==> src/rtl/mult_div_pkg.sv <==
// Shared constants and types for the iterative multiply/divide unit.
// Holds op encodings, FSM state encoding and the iteration count.
// No logic; imported by the interface user and the top.
package mult_div_pkg;

    localparam logic OP_MULT  = 1'b0;
    localparam logic OP_DIV   = 1'b1;

    localparam int   MD_STEPS = 32;
    localparam int   CNT_W    = 6;

    typedef enum logic [2:0] {
        ST_IDLE = 3'd0,
        ST_MULT = 3'd1,
        ST_DIV  = 3'd2,
        ST_FIX  = 3'd3,
        ST_DONE = 3'd4
    } md_state_t;

endpackage

==> src/rtl/mult_div_if.sv <==
// Request/response bundle between the controller and the mult/div unit.
// Latency is set by the unit; the bundle itself is plain wires.
// No flow control beyond start/busy/done; start is dropped while busy.
interface mult_div_if #(
    parameter int WIDTH = 32
);
    logic             start;
    logic             op;
    logic [WIDTH-1:0] a;
    logic [WIDTH-1:0] b;
    logic             busy;
    logic             done;
    logic             div_zero;
    logic [WIDTH-1:0] hi;
    logic [WIDTH-1:0] lo;

    // Controller side: issues requests, observes status and results.
    modport master (
        output start, op, a, b,
        input  busy, done, div_zero, hi, lo
    );

    // Unit side: consumes requests, produces status and results.
    modport slave (
        input  start, op, a, b,
        output busy, done, div_zero, hi, lo
    );
endinterface

==> src/rtl/mult_div.sv <==
// Iterative signed multiply (radix-2 Booth) / restoring divide producing hi/lo.
// Latency: mult done at k+33, div done at k+34, div-by-zero done at k+1.
// No backpressure: start is ignored unless IDLE; results hold until next completion.
module mult_div
    import mult_div_pkg::*;
#(
    parameter int WIDTH = 32
) (
    input  logic      clk,
    input  logic      reset,
    mult_div_if.slave md
);

    localparam int AW = 2 * WIDTH + 1;

    md_state_t        state;
    md_state_t        state_nxt;

    logic [CNT_W-1:0] cnt;
    logic [AW-1:0]    acc;
    logic [WIDTH-1:0] opnd;
    logic             a_neg;
    logic             b_neg;
    logic             dz_q;
    logic [WIDTH-1:0] hi_q;
    logic [WIDTH-1:0] lo_q;

    logic             accept;
    logic             b_zero;
    logic             last_step;
    logic [WIDTH-1:0] a_mag;
    logic [WIDTH-1:0] b_mag;

    logic [WIDTH:0]   upper_ext;
    logic [WIDTH:0]   booth_sum;
    logic [AW-1:0]    mult_step;

    logic [AW-1:0]    div_shift;
    logic [WIDTH+1:0] div_trial;
    logic [AW-1:0]    div_step;

    logic [WIDTH-1:0] q_mag;
    logic [WIDTH-1:0] r_mag;
    logic [WIDTH-1:0] q_fix;
    logic [WIDTH-1:0] r_fix;

    logic             busy_o;
    logic             done_o;
    logic             dz_o;

    // Request decode and operand magnitudes used by the divider.
    always_comb begin
        accept    = (state == ST_IDLE) && md.start;
        b_zero    = (md.b == '0);
        last_step = (cnt == CNT_W'(MD_STEPS - 1));
        a_mag     = md.a[WIDTH-1] ? (~md.a + 1'b1) : md.a;
        b_mag     = md.b[WIDTH-1] ? (~md.b + 1'b1) : md.b;
    end

    // One Booth step: acc = {upper, multiplier/lower, q-1}. The add is done
    // one bit wider so that subtracting the most negative multiplicand cannot
    // overflow before the arithmetic shift.
    always_comb begin
        upper_ext = {acc[AW-1], acc[AW-1:WIDTH+1]};
        case (acc[1:0])
            2'b01:   booth_sum = upper_ext + {opnd[WIDTH-1], opnd};
            2'b10:   booth_sum = upper_ext - {opnd[WIDTH-1], opnd};
            default: booth_sum = upper_ext;
        endcase
        mult_step = {booth_sum, acc[WIDTH:1]};
    end

    // One restoring-division step on magnitudes: acc = {rem(W+1), quot(W)}.
    always_comb begin
        div_shift = {acc[AW-2:0], 1'b0};
        div_trial = {1'b0, div_shift[AW-1:WIDTH]} - {2'b00, opnd};
        if (!div_trial[WIDTH+1]) begin
            div_step = {div_trial[WIDTH:0], div_shift[WIDTH-1:1], 1'b1};
        end else begin
            div_step = div_shift;
        end
    end

    // Sign correction: quotient negated on sign mismatch, remainder follows dividend.
    always_comb begin
        q_mag = acc[WIDTH-1:0];
        r_mag = acc[2*WIDTH-1:WIDTH];
        q_fix = (a_neg ^ b_neg) ? (~q_mag + 1'b1) : q_mag;
        r_fix = a_neg ? (~r_mag + 1'b1) : r_mag;
    end

    // FSM state register.
    always_ff @(posedge clk or negedge reset) begin
        if (!reset) begin
            state <= ST_IDLE;
        end else begin
            state <= state_nxt;
        end
    end

    // FSM next-state logic.
    always_comb begin
        state_nxt = state;
        case (state)
            ST_IDLE: begin
                if (md.start) begin
                    if (md.op == OP_MULT) begin
                        state_nxt = ST_MULT;
                    end else if (b_zero) begin
                        state_nxt = ST_DONE;
                    end else begin
                        state_nxt = ST_DIV;
                    end
                end
            end
            ST_MULT: if (last_step) state_nxt = ST_DONE;
            ST_DIV:  if (last_step) state_nxt = ST_FIX;
            ST_FIX:  state_nxt = ST_DONE;
            ST_DONE: state_nxt = ST_IDLE;
            default: state_nxt = ST_IDLE;
        endcase
    end

    // FSM outputs, decoded from registered state only.
    always_comb begin
        busy_o = (state == ST_MULT) || (state == ST_DIV) || (state == ST_FIX);
        done_o = (state == ST_DONE);
        dz_o   = (state == ST_DONE) && dz_q;
    end

    // Datapath: operand capture, iteration, and result write on completion.
    always_ff @(posedge clk or negedge reset) begin
        if (!reset) begin
            cnt   <= '0;
            acc   <= '0;
            opnd  <= '0;
            a_neg <= 1'b0;
            b_neg <= 1'b0;
            dz_q  <= 1'b0;
            hi_q  <= '0;
            lo_q  <= '0;
        end else begin
            dz_q <= accept && (md.op == OP_DIV) && b_zero;
            case (state)
                ST_IDLE: begin
                    if (md.start) begin
                        cnt   <= '0;
                        a_neg <= md.a[WIDTH-1];
                        b_neg <= md.b[WIDTH-1];
                        if (md.op == OP_MULT) begin
                            opnd <= md.a;
                            acc  <= {{WIDTH{1'b0}}, md.b, 1'b0};
                        end else begin
                            opnd <= b_mag;
                            acc  <= {{(WIDTH+1){1'b0}}, a_mag};
                        end
                    end
                end
                ST_MULT: begin
                    acc <= mult_step;
                    cnt <= cnt + CNT_W'(1);
                    if (last_step) begin
                        hi_q <= mult_step[AW-1:WIDTH+1];
                        lo_q <= mult_step[WIDTH:1];
                    end
                end
                ST_DIV: begin
                    acc <= div_step;
                    cnt <= cnt + CNT_W'(1);
                end
                ST_FIX: begin
                    hi_q <= r_fix;
                    lo_q <= q_fix;
                end
                default: ;
            endcase
        end
    end

    assign md.busy     = busy_o;
    assign md.done     = done_o;
    assign md.div_zero = dz_o;
    assign md.hi       = hi_q;
    assign md.lo       = lo_q;

endmodule

==> src/flat_wrapper.sv <==
// flat-port wrapper written by rule: the top's interface ports become plain ports
module mult_div_flat import mult_div_pkg::*;
#(
    parameter int WIDTH = 32
)
  (clk, reset, md_start, md_op, md_a, md_b, md_busy, md_done, md_div_zero, md_hi, md_lo);
  mult_div_if #(.WIDTH(WIDTH)) md_i ();
  input  logic clk;
  input  logic reset;
  input wire logic [$bits(md_i.start)-1:0] md_start;
  input wire logic [$bits(md_i.op)-1:0] md_op;
  input wire logic [$bits(md_i.a)-1:0] md_a;
  input wire logic [$bits(md_i.b)-1:0] md_b;
  output wire logic [$bits(md_i.busy)-1:0] md_busy;
  output wire logic [$bits(md_i.done)-1:0] md_done;
  output wire logic [$bits(md_i.div_zero)-1:0] md_div_zero;
  output wire logic [$bits(md_i.hi)-1:0] md_hi;
  output wire logic [$bits(md_i.lo)-1:0] md_lo;
  assign md_i.start = md_start;
  assign md_i.op = md_op;
  assign md_i.a = md_a;
  assign md_i.b = md_b;
  assign md_busy = md_i.busy;
  assign md_done = md_i.done;
  assign md_div_zero = md_i.div_zero;
  assign md_hi = md_i.hi;
  assign md_lo = md_i.lo;
  mult_div #(.WIDTH(WIDTH)) u_core (.clk(clk), .reset(reset), .md(md_i));
endmodule
==> config.mk <==
export PLATFORM = sky130hd
export DESIGN_NAME = mult_div_flat
export DESIGN_NICKNAME = d
export VERILOG_FILES = /design/src/rtl/mult_div_pkg.sv /design/src/rtl/mult_div_if.sv /design/src/rtl/mult_div.sv /design/src/flat_wrapper.sv
export SDC_FILE = /design/constraint.sdc
export NUM_CORES = 1
export LEC_CHECK = 0
export ABC_AREA = 1
export CORE_MARGIN = 2
export CORE_UTILIZATION = 34
export DETAILED_ROUTE_END_ITERATION = 10
export GPL_ROUTABILITY_DRIVEN = 0
export GPL_TIMING_DRIVEN = 0
export PLACE_DENSITY = 0.58
export SETUP_SLACK_MARGIN = 0.3
export SLEW_MARGIN = 40
export SYNTH_ARGS = -nofsm -noshare
export SYNTH_HDL_FRONTEND = slang
export SYNTH_SLANG_ARGS = --single-unit
==> constraint.sdc <==
create_clock -name clk -period 6.81 [get_ports clk]
set_input_delay 1.362 -clock clk [delete_from_list [all_inputs] [get_ports clk]]
set_output_delay 1.362 -clock clk [all_outputs]
set_load 0.02 [all_outputs]
==> impl_metrics.json, run 1 <==
{
  "status": "finished clean",
  "yosys.area.top_type_share": 0.241,
  "clkTransAtPathRegs_ns": 0.08,
  "initial_core_util": 0.342,
  "cts_made_buffers": 17,
  "drtIter0Drc": 2581,
  "core_area_sq_mm": 0.0524,
  "holdBufCountCts": 0,
  "synth-edff-count": 0,
  "instances_no_fill": 3739,
  "critPathCaptureType": "flop",
  "setup_viol": 0,
  "grt_first_pass_wirelength_um": 120000,
  "rrSetupSlack_ns": 2.48,
  "dieWidth_um": 234,
  "place_inst": 3708,
  "synth.area.top_cells": "dfrtp_1 24%, nand2_1 17%, inv_1 7.1%",
  "pin_count": 135,
  "drive_gt1_frac": 0.0619,
  "cts_setup_buffers": 0,
  "synth.net_count": 3027,
  "required_ns": 7.16,
  "avgSynthCellArea_sq_um": 6.22,
  "track_usage": 0.295,
  "die_y_um": 234,
  "vias_per_cell": 5.62,
  "antenna_left": 0,
  "dp_slack_ns": 2.57,
  "seq_area_frac_synth": 0.241,
  "cts_resized": 0,
  "synthDistinctLibCells": 56,
  "cts.path.max_buffers": 2,
  "hold_start": "u_core.md.hi[11]$_DFFE_PN0P_",
  "dr.pass1.iters": 6,
  "hp-class": "reg -> reg",
  "antenna_found_initial": 1,
  "wire_per_inst_um": 21.7,
  "max_freq_mhz": 231,
  "setup_slack_ns": 2.48,
  "cts_max_level": 4,
  "num-nets-final": 3180,
  "max_slew_margin": 0.401,
  "grt_max_degree": 71,
  "area_growth_pct": 16.1,
  "die_area_sq_mm": 0.0547,
  "grt_remaining_overflow": 0,
  "hold_ws_ns": 0.476,
  "cp_max_fo": 10,
  "fin_skew_ns": 0.0153,
  "hold_depth": 2,
  "min_to": "u_core.md.hi[11]$_DFFE_PN0P_",
  "reg2reg_depth": 21,
  "hold_violations": 0,
  "port_buffers": 132,
  "fin_crit_sh": 0.636,
  "rsz0062_at_grt": "no",
  "rows": 84,
  "synth_area_sq_mm": 0.0180,
  "root_buffer": "clkbuf_16",
  "synth_cells": 2886,
  "fillers": 5704,
  "yosys_register_bits": 173,
  "post-dp-hpwl_um": 66500,
  "post-route-util": 0.398,
  "drcViolationCount": 0,
  "cts_num_sinks": 173,
  "worst_pin_slew_ns": 0.890,
  "wirelength_um": 81300,
  "crit_arrival_ns": 4.69,
  "worstSkewPairLatency_ns": 0.47,
  "synth_top_area_cell": "dfrtp_1",
  "fin_crit_ns": 4.33,
  "synthArstFlopShare": 1.00,
  "yosysWarnings": 0,
  "critPathKind": "reg -> reg",
  "antenna_cells": 0,
  "num_vias": 21000,
  "grt_pass1_vias": 19400,
  "synthFlopType": "dfrtp_1",
  "r2r-end": "u_core.md.hi[28]$_DFFE_PN0P_",
  "drv_cap": 0,
  "cts_tree": "yes",
  "worstReg2RegStart": "u_core.acc[0]$_DFFE_PN0P_",
  "start_kind": "flop",
  "drv_slew": 0
}
layout make-up:
type	count	area, sq um	share of cell area
Sequential cell	173	4330	0.208
Clock inverter	13	214	0.0103
Tap cell	688	861	0.0413
Timing Repair Buffer	134	1380	0.0662
Clock buffer	18	439	0.0211
Multi-Input combinational cell	2251	11700	0.563
Inverter	354	1330	0.0638
Buffer	108	553	0.0265
cell families after synthesis:
family / share of synthesized area
fa+ha+maj: 0.0517
xor+xnor: 0.0585
flops: 0.241
compound gates: 0.191
simple gates: 0.353
buf+inv: 0.105
cells in the final DEF (no fill, tap or decap), drive strengths merged, types with 2 or more instances in the layout:
cell type	n
xnor2	29
nand3	241
bufinv	5
a21oi	185
o221ai	22
nor4	8
clkdlybuf4s50	131
o211ai	43
a21boi	2
o31ai	5
nor3	44
clkbuf	70
clkinv	6
or2	9
o21a	7
and3	2
o21ai	226
nand3b	7
a31oi	9
xor2	91
a21o	3
nand4	34
inv	355
o22ai	11
dfrtp	173
nor3b	2
a22oi	20
o21bai	10
a221oi	22
nand2	841
buf	59
ha	71
fa	2
nor2	302
worst max-delay path, stage by stage, from the launching register on:
cell and delay [ns]:
dfrtp_1 0.41, inv_2 0.11, ha_1 0.21, clkbuf_1 0.39, clkbuf_1 0.41, nor2_1 0.10
xor2_1 0.40, ha_1 0.39, a21oi_1 0.23, nand2_1 0.20, nand2_1 0.10, nand2_1 0.11
nand3_1 0.09, nand2_1 0.12, nand2_1 0.12, nand2_1 0.06, nand2_1 0.06, nand3_1 0.18
nand2_1 0.23, nand2_1 0.07, nand2_1 0.14, nand2_1 0.06
through the flow:
| stage | setup TNS (ns) | area (sq um) |
|---|---|---|
| after floorplan | 0 | 18000 |
| after global placement | -519.67 | 20100 |
| after detailed placement | 0 | 20200 |
| after CTS | 0 | 20900 |
| after global routing | 0 | 20900 |
| final | 0 | 20900 |
synth_stat cells (6+ instances only):
| library cell | number |
|---|---|
| a21oi_1 | 178 |
| a21oi_2 | 6 |
| a221oi_1 | 22 |
| a22oi_1 | 19 |
| a31oi_1 | 9 |
| buf_2 | 36 |
| buf_4 | 6 |
| buf_6 | 9 |
| clkbuf_1 | 51 |
| dfrtp_1 | 173 |
| ha_1 | 71 |
| inv_1 | 342 |
| inv_2 | 10 |
| nand2_1 | 822 |
| nand2_2 | 12 |
| nand2_4 | 6 |
| nand3_1 | 238 |
| nand3b_1 | 7 |
| nand4_1 | 34 |
| nor2_1 | 284 |
| nor2_2 | 14 |
| nor3_1 | 35 |
| nor3_2 | 7 |
| nor4_1 | 8 |
| o211ai_1 | 27 |
| o211ai_2 | 16 |
| o21a_1 | 7 |
| o21ai_0 | 189 |
| o21ai_1 | 27 |
| o21ai_2 | 10 |
| o21bai_1 | 10 |
| o221ai_1 | 22 |
| o22ai_1 | 11 |
| or2_2 | 8 |
| xnor2_1 | 29 |
| xor2_1 | 91 |
state kept, by name, indices dropped and copies added, names as in the netlist:
signal / count
u_core.state: 3
u_core.cnt: 6
u_core.dz_q: 1
u_core.md.lo: 32
u_core.md.hi: 32
u_core.b_neg: 1
u_core.opnd: 32
u_core.acc: 65
u_core.a_neg: 1
how the worst max path moves through the flow:
stage	depth (start not counted)	start	slack, ns	endpoint
global route	23	u_core.opnd[1]$_DFFE_PN0P_	2.15	u_core.md.hi[30]$_DFFE_PN0P_
finish	21	u_core.acc[0]$_DFFE_PN0P_	2.48	u_core.md.hi[28]$_DFFE_PN0P_
detailed placement	21	u_core.acc[0]$_DFFE_PN0P_	2.57	u_core.md.hi[28]$_DFFE_PN0P_
CTS	21	u_core.acc[0]$_DFFE_PN0P_	2.53	u_core.md.hi[28]$_DFFE_PN0P_
floorplan	20	u_core.opnd[1]$_DFFE_PN0P_	3.81	u_core.acc[57]$_DFFE_PN0P_
global placement	1	reset	-3.04	u_core.opnd[30]$_DFFE_PN0P_
routing by layer:
layer	share of wire	wire, um	track usage
met1	0.43	34800	0.410
met4	0.056	4570	0.143
met2	0.42	34000	0.441
met5	0.00012	10	0
met3	0.098	7990	0.0499
Power of run 1 is not shown: default switching activity piles up to over one toggle a cycle in this logic, so the estimate is an artifact.
==> run 2, diff against run 1 <==
clock period = 4.3 ns   (was 6.81 ns; I/O delays follow)
==> run 2 against run 1 <==
Effect of this change: non-clock buffer count increased by 6; design area increased by 1.2%; fmax increased by 13%; critical endpoint unchanged; critical path depth unchanged; first-iteration DRC count increased by 9.3%; sequential share of layout area decreased by 0.24 points; largest cell class unchanged; register-to-register slack got worse by 2.0 ns; global-route usage about the same.
==> impl_metrics.json, run 2 (synthesized netlist as in run 1, its figures left out) <==
{
  "status": "finished clean",
  "drive_gt1_frac": 0.0788,
  "grt_max_degree": 71,
  "hold_violations": 0,
  "port_buffers": 132,
  "wirelength_um": 81300,
  "startpoint": "u_core.acc[0]$_DFFE_PN0P_",
  "setup_slack_ns": 0.466,
  "grt_first_pass_wirelength_um": 121000,
  "dp_slack_ns": 0.0607,
  "num-nets-final": 3186,
  "max_slew_margin": 0.456,
  "worstReg2RegStart": "u_core.acc[0]$_DFFE_PN0P_",
  "antenna_cells": 0,
  "crit_top_cell": "nand2_1",
  "core_area_sq_mm": 0.0524,
  "dr.pass1.iters": 8,
  "dieWidth_um": 234,
  "hp-class": "in -> async",
  "vias_per_cell": 5.60,
  "largest-register": "u_core.acc",
  "drcViolationCount": 0,
  "die_area_sq_mm": 0.0547,
  "max_freq_mhz": 261,
  "pin_count": 135,
  "reg2reg_depth": 21,
  "critPathKind": "reg -> reg",
  "track_usage": 0.295,
  "cp_max_fo": 10,
  "start_kind": "flop",
  "cts_num_sinks": 173,
  "drv_cap": 0,
  "fillers": 5684,
  "area_growth_pct": 17.5,
  "crit_end": "u_core.md.hi[28]$_DFFE_PN0P_",
  "crit_arrival_ns": 4.19,
  "cts_tree": "yes",
  "grt_remaining_overflow": 0,
  "fin_crit_ns": 3.83,
  "critPathCaptureType": "flop",
  "drv_slew": 0,
  "final_cell_mix": "815 x nand2_1, 340 x inv_1, 279 x nor2_1, 232 x nand3_1, 185 x o21ai_0",
  "r2r-end": "u_core.md.hi[28]$_DFFE_PN0P_",
  "rows": 84,
  "antenna_left": 0,
  "cts_made_buffers": 17,
  "fin_crit_sh": 0.892,
  "slowest_stage": "dfrtp_1",
  "setup_viol": 0,
  "cts.path.max_buffers": 2,
  "worst_pin_slew_ns": 0.816,
  "rsz0062_at_grt": "yes",
  "holdBufCountCts": 0,
  "wire_per_inst_um": 21.7,
  "cts_max_level": 4,
  "clkTransAtPathRegs_ns": 0.07,
  "cp_slowest_stage_delay_ns": 0.41,
  "antenna_found_initial": 0,
  "setup_tns_ns": 0,
  "crit_chain": "inv_2 -> ha_1 -> clkbuf_2 -> clkbuf_2 -> nor2_1 -> xor2_2 -> ha_1 -> a21oi_1 -> nand2_1 -> nand2_1 -> nand2_1 -> nand3_1 -> nand2_1 -> nand2_1 -> nand2_1 -> nand2_1 -> nand3_2 -> nand2_2 -> nand2_1 -> nand2_1 -> nand2_1",
  "largest_reg_flops": 65,
  "rrSetupSlack_ns": 0.47,
  "root_buffer": "clkbuf_16",
  "die_y_um": 234,
  "initial_core_util": 0.342,
  "worstSkewPairLatency_ns": 0.47,
  "mostFrequentLayoutCell": "nand2_1",
  "required_ns": 4.66,
  "drtIter0Drc": 2821,
  "fin_skew_ns": 0.0138,
  "grt_pass1_vias": 19400,
  "hold_ws_ns": 0.267,
  "num_vias": 21000,
  "post-dp-hpwl_um": 66500,
  "post-route-util": 0.402
}
-- run 2: changes by cell type in the layout (fill, tap and decap cells not counted), sizes merged --
cell,delta
buf,+5
clkbuf,+1
-- run 2: routing by layer --
layer,vias up,wire (um),track usage,part of all wire
li1,9827,-,-,-
met1,9733,35000,0.411,0.43
met2,1171,33800,0.440,0.42
met3,241,7740,0.0524,0.095
met4,0,4770,0.143,0.059
met5,-,0,0,0
-- run 2: cell type report --
type	count	area, sq um	area share
Inverter	354	1330	0.0631
Clock inverter	13	214	0.0101
Sequential cell	173	4330	0.205
Tap cell	688	861	0.0408
Timing Repair Buffer	140	1430	0.0676
Clock buffer	18	439	0.0208
Buffer	108	557	0.0264
Multi-Input combinational cell	2251	11900	0.566
-- run 2: worst min-delay path by stage --
stage / slack, ns / cells past startpoint / to
global placement: 0.46 / 2 / u_core.md.hi[19]$_DFFE_PN0P_
detailed placement: 0.47 / 2 / u_core.md.hi[21]$_DFFE_PN0P_
finish: 0.27 / 1 / u_core.md.hi[4]$_DFFE_PN0P_
global route: 0.28 / 1 / u_core.md.hi[4]$_DFFE_PN0P_
floorplan: 0.47 / 2 / u_core.cnt[1]$_DFFE_PN0P_
CTS: 0.27 / 1 / u_core.md.hi[4]$_DFFE_PN0P_
-- run 2: critical path, delay by kind of cell (launching register included) --
family,cells,cell delay [ns]
xor+xnor,1,0.28
compound gates,1,0.23
flops,1,0.41
simple gates,14,1.53
buf+inv,3,0.67
fa+ha+maj,2,0.58
-- run 2: timing repair --
item	4_1_cts	5_1_grt
setup buffers	0	6
gates resized for setup	12	41
setup endpoints to repair	30	36
gates cloned	0	0
pin swaps	0	7
-- run 2: per-stage QoR --
step | area (sq um) | std cells
floorplan | 18000 | 2886
global placement | 20100 | 3706
detailed placement | 20200 | 3708
CTS | 20900 | 3739
global route | 21100 | 3745
finish | 21100 | 3745
Power of run 2 is left out for the same reason.
